--- src/rtl/fc_result_writer.sv ---
// fc_result_writer: captures FC-layer output vectors into a 2-entry FIFO, splits
// each vector into DAT_W-bit words and writes them sequentially into the result
// BRAM. After BATCH_NUM vectors it raises batch_done and waits for host_ack.
//
// Handshake: out_valid is a one-cycle pulse with no back-pressure. A vector is
// accepted when the FIFO has room (or a slot frees in the same cycle); otherwise
// it is dropped and the sticky overflow flag is set. host_ack is a one-cycle
// pulse that only has an effect while batch_done is high.
module fc_result_writer #(
    parameter int DIM_OUTPUT = 8,
    parameter int OUTPUT_W   = 8,
    parameter int DAT_W      = 32,
    parameter int ADDR_SW    = 14,
    parameter int BATCH_NUM  = 320,
    parameter int BASE_ADDR  = 0
) (
    input  logic                           clk,
    input  logic                           rst,
    input  logic                           out_valid,
    input  logic [DIM_OUTPUT*OUTPUT_W-1:0] out_dat,
    output logic [ADDR_SW-1:0]             wr_addr,
    output logic [DAT_W-1:0]               wr_din,
    output logic                           wr_en,
    output logic                           wr_we,
    input  logic                           host_ack,
    output logic                           batch_done,
    output logic                           overflow,
    output logic                           busy,
    output logic [1:0]                     state_dbg
);

    localparam int VEC_W  = DIM_OUTPUT * OUTPUT_W;
    localparam int WPV    = VEC_W / DAT_W;
    localparam int WIDX_W = (WPV > 1) ? $clog2(WPV) : 1;
    localparam int VCNT_W = $clog2(BATCH_NUM + 1);

    typedef enum logic [1:0] {
        IDLE  = 2'd0,
        WRITE = 2'd1,
        DONE  = 2'd2
    } state_t;

    state_t              state, state_next;
    logic [WIDX_W-1:0]   word_idx, word_idx_next;
    logic [VCNT_W-1:0]   vec_cnt, vec_cnt_next;

    logic [VEC_W-1:0]    fifo_mem [2];
    logic                rd_ptr, wr_ptr;
    logic [1:0]          fifo_cnt, fifo_cnt_next;
    logic                fifo_empty, fifo_full;

    logic [VEC_W-1:0]    head;
    logic [DAT_W-1:0]    head_words [WPV];
    logic [DAT_W-1:0]    cur_word;
    logic [ADDR_SW-1:0]  addr_now;
    logic                issue, last_word, pop, push, drop, batch_end;

    assign state_dbg = state;

    // FIFO status, word selection and the push/pop decisions for this cycle.
    always_comb begin
        fifo_empty = (fifo_cnt == 2'd0);
        fifo_full  = (fifo_cnt == 2'd2);
        head       = fifo_mem[rd_ptr];
        for (int w = 0; w < WPV; w++) begin
            head_words[w] = head[w*DAT_W +: DAT_W];
        end
        cur_word   = head_words[word_idx];
        // Draining is paused while the batch waits for the host.
        issue      = (state != DONE) && !fifo_empty;
        last_word  = (word_idx == WIDX_W'(WPV - 1));
        pop        = issue && last_word;
        // A full FIFO still accepts a vector when the head leaves this cycle.
        push       = out_valid && (!fifo_full || pop);
        drop       = out_valid && !push;
        batch_end  = pop && (vec_cnt == VCNT_W'(BATCH_NUM - 1));
        // Address arithmetic is done at ADDR_SW bits so it wraps naturally.
        addr_now   = ADDR_SW'(BASE_ADDR) + ADDR_SW'(vec_cnt) * ADDR_SW'(WPV)
                   + ADDR_SW'(word_idx);
        case ({push, pop})
            2'b10:   fifo_cnt_next = fifo_cnt + 2'd1;
            2'b01:   fifo_cnt_next = fifo_cnt - 2'd1;
            default: fifo_cnt_next = fifo_cnt;
        endcase
    end

    // Next-state logic: word/vector counters advance as each word is issued.
    always_comb begin
        state_next    = state;
        word_idx_next = word_idx;
        vec_cnt_next  = vec_cnt;
        case (state)
            IDLE, WRITE: begin
                if (issue) begin
                    if (last_word) begin
                        word_idx_next = '0;
                        vec_cnt_next  = vec_cnt + VCNT_W'(1);
                        if (batch_end) begin
                            state_next = DONE;
                        end else if (fifo_cnt_next != 2'd0) begin
                            state_next = WRITE;
                        end else begin
                            state_next = IDLE;
                        end
                    end else begin
                        word_idx_next = word_idx + WIDX_W'(1);
                        state_next    = WRITE;
                    end
                end else begin
                    state_next = IDLE;
                end
            end
            DONE: begin
                if (host_ack) begin
                    vec_cnt_next = '0;
                    state_next   = (fifo_cnt_next != 2'd0) ? WRITE : IDLE;
                end
            end
            default: state_next = IDLE;
        endcase
    end

    // Control state, FIFO pointers and registered BRAM/status outputs.
    always_ff @(posedge clk or posedge rst) begin
        if (rst) begin
            state      <= IDLE;
            word_idx   <= '0;
            vec_cnt    <= '0;
            fifo_cnt   <= 2'd0;
            rd_ptr     <= 1'b0;
            wr_ptr     <= 1'b0;
            wr_addr    <= '0;
            wr_din     <= '0;
            wr_en      <= 1'b0;
            wr_we      <= 1'b0;
            batch_done <= 1'b0;
            overflow   <= 1'b0;
            busy       <= 1'b0;
        end else begin
            state    <= state_next;
            word_idx <= word_idx_next;
            vec_cnt  <= vec_cnt_next;
            fifo_cnt <= fifo_cnt_next;
            if (push) wr_ptr <= ~wr_ptr;
            if (pop)  rd_ptr <= ~rd_ptr;
            wr_en    <= issue;
            wr_we    <= issue;
            if (issue) begin
                wr_din  <= cur_word;
                wr_addr <= addr_now;
            end
            batch_done <= (state_next == DONE);
            overflow   <= overflow | drop;
            busy       <= (fifo_cnt_next != 2'd0) || (state_next != IDLE);
        end
    end

    // FIFO storage; contents are only meaningful behind the counters.
    always_ff @(posedge clk) begin
        if (push) fifo_mem[wr_ptr] <= out_dat;
    end

endmodule

--- config.mk ---
export PLATFORM = sky130hd
export DESIGN_NAME = fc_result_writer
export DESIGN_NICKNAME = d
export VERILOG_FILES = /design/src/rtl/fc_result_writer.sv
export SDC_FILE = /design/constraint.sdc
export NUM_CORES = 1
export LEC_CHECK = 0
export BUFFER_PORTS_ARGS = -buffer_cell sky130_fd_sc_hd__buf_4
export CORE_ASPECT_RATIO = 0.5
export CORE_UTILIZATION = 62
export CTS_BUF_LIST = sky130_fd_sc_hd__clkbuf_4 sky130_fd_sc_hd__clkbuf_8
export DETAILED_ROUTE_END_ITERATION = 8
export PLACE_DENSITY_LB_ADDON = 0.1
export SYNTH_ARGS = -nofsm -noshare
export SYNTH_HDL_FRONTEND = slang
export SYNTH_SLANG_ARGS = --single-unit
--- constraint.sdc ---
create_clock -name clk -period 9.1 [get_ports clk]
set_input_delay 1.82 -clock clk [delete_from_list [all_inputs] [get_ports clk]]
set_output_delay 1.82 -clock clk [all_outputs]
set_load 0.1 [all_outputs]
# Yosys cells after proc, flatten, opt, wreduce, memory -nomap -nowiden
# Memory sizes are Yosys's and may differ from the RTL's.
# Index checks and enable logic that the tools add are counted.
totals:
  out_inout_bits: 53
  regBits: 66
  ramBits: 128
  in_bits: 68
  mem_count: 1
memory_table:
  columns: ["name", "words", "width", "read_ports", "rd_clocked_by_memory_dff", "wr", "line_no", "rtl"]
  rows:
  - ["fifo_mem", 2, 64, 1, 0, 1, "47", "logic [VEC_W-1:0] fifo_mem [2];"]
classes:
  mux: 17
  n_reduce_logical: 18
  n_eq_ne: 11
  addsub: 5
  bitwise: 4
  magnitude_cmp: 1
ops:
  columns: ["operator", "count"]
  rows:
  - ["$mux W32", 3]
  - ["$mux W9", 3]
  - ["$pmux W9 S2", 1]
  - ["$add A10 B1 Y11", 1]
  - ["$add A9 B1 Y9 const B", 1]
  - ["$eq A9 B9 Y1 const B", 1]
  - ["$eq A2 B2 Y1 const B", 4]
  - ["$mux W2", 4]
  - ["$ne A2 B2 Y1 const B", 4]
  - ["$pmux W2 S2", 2]
  - ["$reduce_bool A2 Y1", 3]
  - ["$logic_and A1 B1 Y1", 5]
  - ["$eq A2 B1 Y1 const B", 2]
  - ["$logic_not A2 Y1", 2]
  - ["$mux W1", 4]
  - ["$reduce_and A4 Y1", 1]
  - ["$logic_not A1 Y1", 3]
  - ["$add A2 B1 Y2 const B", 1]
  - ["$ge A2 B2 Y1 const B", 1]
  - ["$logic_or A1 B1 Y1", 2]
  - ["$not A1 Y1", 2]
  - ["$not A1 Y2", 1]
  - ["$reduce_and A2 Y1", 1]
  - ["$reduce_or A2 Y1", 1]
  - ["3 further kinds", 3]

# Depth between registers and ports, before layout
depth:
  depth_word: 16
  ltp_mapped: 6

# Least setup slack after synthesis
# OpenSTA, ideal clock, no wires.
synth_path:
  path_type: "input -> register"
  start: "input out_valid"
  end: "memory fifo_mem[0][0] in the netlist's numbering, enable pin"
  arrival_ns: 4.985
  setup_slack_ns: 3.629
  path_buffers: 1
  setup_time_ns: 0.486
  path_stages: 3
  path_cell_list: "clkbuf_1 -> a21bo_2 -> nor2_1"
synth_between:
  elab_chain_cells: 3
synth_rtl:
  columns: ["item", "line_no", "rtl"]
  rows:
  - ["from (decl)", "19", "input logic out_valid,"]
  - ["$logic_and A1 B1 Y1", "74", "push = out_valid && (!fifo_full || pop);"]
  - ["$mux W1", "160", "if (push) fifo_mem[wr_ptr] <= out_dat;"]
  - ["$mux W1 (not written as such)", "160", null]
  - ["to (decl)", "47", null]
# Every way passes these cells.

# Final worst setup path
layout_path:
  start: "input out_valid"
  end: "memory fifo_mem[0][27] in the netlist's numbering, enable pin"
# The elaborated chain is that of the path after synthesis.

==> impl_results.rst <==
.. list-table::
   :header-rows: 1

   * - Metric
     - Value
   * - Synth warn
     - 0
   * - GRT overflow
     - 0
   * - Main area contributors after synthesis
     - edfxtp_1, dfrtp_1, mux4_2
   * - Post-synthesis sequential area ratio
     - 0.744
   * - Gate family responsible for the most delay along the worst path
     - buffers and inverters
   * - Setup slack of the worst register-to-register path
     - 6.03 ns
   * - Unrepaired setup endpoints after global routing
     - false
   * - Post-route minimum period
     - 3.32 ns
   * - Share of layout cells above drive strength 1
     - 0.476
   * - Post-CTS sizing
     - 0
   * - Growth of design area from synthesis to finish
     - 19.8%
   * - TritonCTS Sinks
     - 190
   * - Commonest non-fill, non-tap cells in the layout
     - edfxtp_1, buf_4, dfrtp_1
   * - Port Buffer Count
     - 116
   * - Starting utilization of the core area
     - 0.648
   * - Count of routing violations after the opening detailed-route iteration
     - 282
   * - Placed cell area
     - 0.00826 mm²
   * - Number of global-route vias before repair
     - 4001
   * - Initial antenna violation count
     - 0
   * - Worst setup path endpoint
     - fifo_mem[0][27]$_DFFE_PP_
   * - Count of flip-flops with a built-in enable after synthesis
     - 128
   * - Post-CTS Setup Inserts
     - 0
   * - Core area
     - 0.0112 mm²
   * - DRC violations left
     - 0
   * - Total standard cell area after synthesis
     - 0.00725 mm²
   * - Width of the die
     - 155 µm
   * - Hold_ws
     - 0.506 ns
   * - Crit share post-route
     - 0.365
   * - Most area-hungry cell type in the Yosys netlist
     - edfxtp_1
   * - Post-synthesis cell type count
     - 46
   * - Type of the setup path with the least slack
     - input pin to flop
   * - Critical path buffers and inverters
     - 2
   * - Met1 track demand over resource
     - 0.328
   * - Most common flop cell mapped by yosys
     - edfxtp_1
   * - Maximum Capacitance Violations
     - 0
   * - Endpoint class of the critical path
     - flop
   * - Async SR Flop Fraction
     - 0.326
   * - Total number of vias
     - 3829
   * - Fin area
     - 0.00868 mm²
   * - Most frequent standard cell in the layout excluding fill and tap cells
     - edfxtp_1
   * - WL per Instance
     - 20.3 µm
   * - Worst slew slack as a fraction of its limit
     - 0.347
   * - All-Layer GR Usage
     - 0.239
   * - Cell count of the worst reg-to-reg path
     - 4
   * - Required time of the critical path
     - 9.18 ns
   * - Synth top area share
     - 0.530
   * - Worst reg2reg path startpoint
     - last_word$_DFFE_PP0P_
   * - Start point of the worst min-delay path
     - overflow$_DFF_PP0_
   * - Final hold viol count
     - 0
   * - First-pass DRT Iterations
     - 4
   * - Worst setup startpoint
     - out_valid
   * - Kind of start point of the critical path
     - input pin
   * - Number of antenna diodes
     - 0
   * - Top-Level Pins
     - 121
   * - Slowest stage cell, crit path
     - buf_4
   * - Final design utilization
     - 0.777
   * - Cts-stage hold buffer count
     - 0
   * - Gp weighted congestion
     - 0.843
   * - Source-to-sink clock delay at the later pin of the worst-skew pair
     - 0.44 ns
   * - Worst Path Max Fanout
     - 46
   * - Most prevalent standard cell on the critical path
     - buf_4
   * - Floorplan die area
     - 0.0122 mm²
   * - Via/cell ratio
     - 5.78
   * - Slew at the pin with the worst max-slew slack
     - 0.980 ns
   * - Worst clock skew
     - 0.0172 ns
   * - Sum of negative setup slack
     - 0 ns
   * - CP Depth
     - 4
   * - CTS H-tree lvls
     - 4
   * - Per-instance average area after synthesis
     - 19.6 µm²
   * - Met2 usage
     - 0.392
   * - TritonCTS buffer count
     - 17
   * - Number of setup violations in the final report
     - 0
   * - Detailed Route WL
     - 13.5 mm
   * - Number of pins with negative max-slew slack in the final report
     - 0
   * - CTS tree
     - yes
   * - Most crowded layer after global routing
     - met2
   * - Largest net degree at the start of global routing
     - 51
   * - Wire length of the first global-routing pass
     - 20.9 mm
   * - Cell-by-cell trace of the critical path
     - buf_4 > a21bo_2 > nor2_4 > buf_4
   * - Yosys reg bits
     - 190
   * - Final net count
     - 560
   * - Highest Clock Rate
     - 301 MHz
   * - FP Rows
     - 27
   * - Die height
     - 78.5 µm
   * - Arr. time, crit path
     - 3.40 ns
   * - Number of instances in the synthesized netlist
     - 370
   * - Number of fillers in the final layout
     - 624
   * - Clock Pin Slew Worst Setup and Hold Paths
     - 0.10 ns
   * - Residual antenna-violating net count after detailed routing
     - 0
   * - Delay contributed by the slowest stage of the critical path
     - 0.63 ns
   * - Run status
     - finished clean
   * - FF-to-FF End
     - fifo_mem[0][27]$_DFFE_PP_
   * - Clock buffer depth
     - 2
   * - Root Driver
     - clkbuf_8
   * - Final HPWL from detailed placement
     - 9.10 mm
   * - GR met3 Demand/Resource
     - 0.0508
   * - Hold WC Path Type
     - flop to flop
-- cells by family after synthesis --
logic type	synth area share
simple gates	0.0318
mux	0.164
buf+inv	0.0217
fa+ha+maj	0.00173
flops	0.744
other cells	0.000517
xor+xnor	0.00967
compound gates	0.0259
-- worst min path at each step --
| stage | to | slack, ns | cells after the start |
|---|---|---|---|
| after global routing | overflow$_DFF_PP0_ | 0.54 | 1 |
| after detailed placement | overflow$_DFF_PP0_ | 0.47 | 1 |
| final | overflow$_DFF_PP0_ | 0.51 | 1 |
| after global placement | overflow$_DFF_PP0_ | 0.48 | 1 |
| after CTS | overflow$_DFF_PP0_ | 0.50 | 1 |
| after floorplan | wr_ptr$_DFFE_PP0P_ | 0.47 | 1 |
-- stage by stage --
step | setup slack (ns) | cells
4_1_cts | 5.80 | 663
5_1_grt | 5.69 | 663
3_3_place_gp | 5.43 | 631
6_report | 5.78 | 663
3_5_place_dp | 5.31 | 631
2_1_floorplan | 3.63 | 373
-- registers in the layout, indices dropped and copies added, names as in the netlist, 2 cells and up --
| signal | flops |
|---|---|
| vec_cnt | 9 |
| state_dbg | 2 |
| wr_addr | 10 |
| fifo_cnt | 2 |
| fifo_mem | 128 |
| wr_din | 32 |
-- layer usage --
layer | vias up | wire length, µm
met1 | 2019 | 5790
met5 | - | 0
met3 | 9 | 640
met2 | 130 | 6930
li1 | 1671 | -
met4 | 0 | 91
-- cell usage after synthesis, types with 3 or more instances --
master,instances
inv_1,5
mux2_2,41
a21oi_1,3
nand2_1,10
buf_6,3
buf_4,5
buf_2,9
o21ai_0,6
xnor2_1,6
nor2_1,10
clkbuf_1,5
mux4_2,32
nor3_1,3
dfrtp_1,62
edfxtp_1,128
nand3_1,7
-- worst register-to-register path, delay by kind of cell (launching register included) --
| family | cells | cell delay (ns) |
|---|---|---|
| flip-flops | 1 | 1.01 |
| AO/OA/AOI/OAI | 2 | 0.55 |
| buffers and inverters | 1 | 0.64 |
| AND/OR/NAND/NOR | 1 | 0.48 |
-- cell type report --
cell class | count | area (µm²) | share of cell area
clock buffers | 17 | 234 | 0.0269
clock inverters | 15 | 194 | 0.0223
inverters | 6 | 22.5 | 0.00259
multi-input cells | 155 | 1730 | 0.199
flip-flops and latches | 190 | 5400 | 0.622
well taps | 159 | 199 | 0.0229
repair buffers | 121 | 908 | 0.105
Power is not shown: default switching activity piles up to over one toggle a cycle in this logic, so the estimate is an artifact.
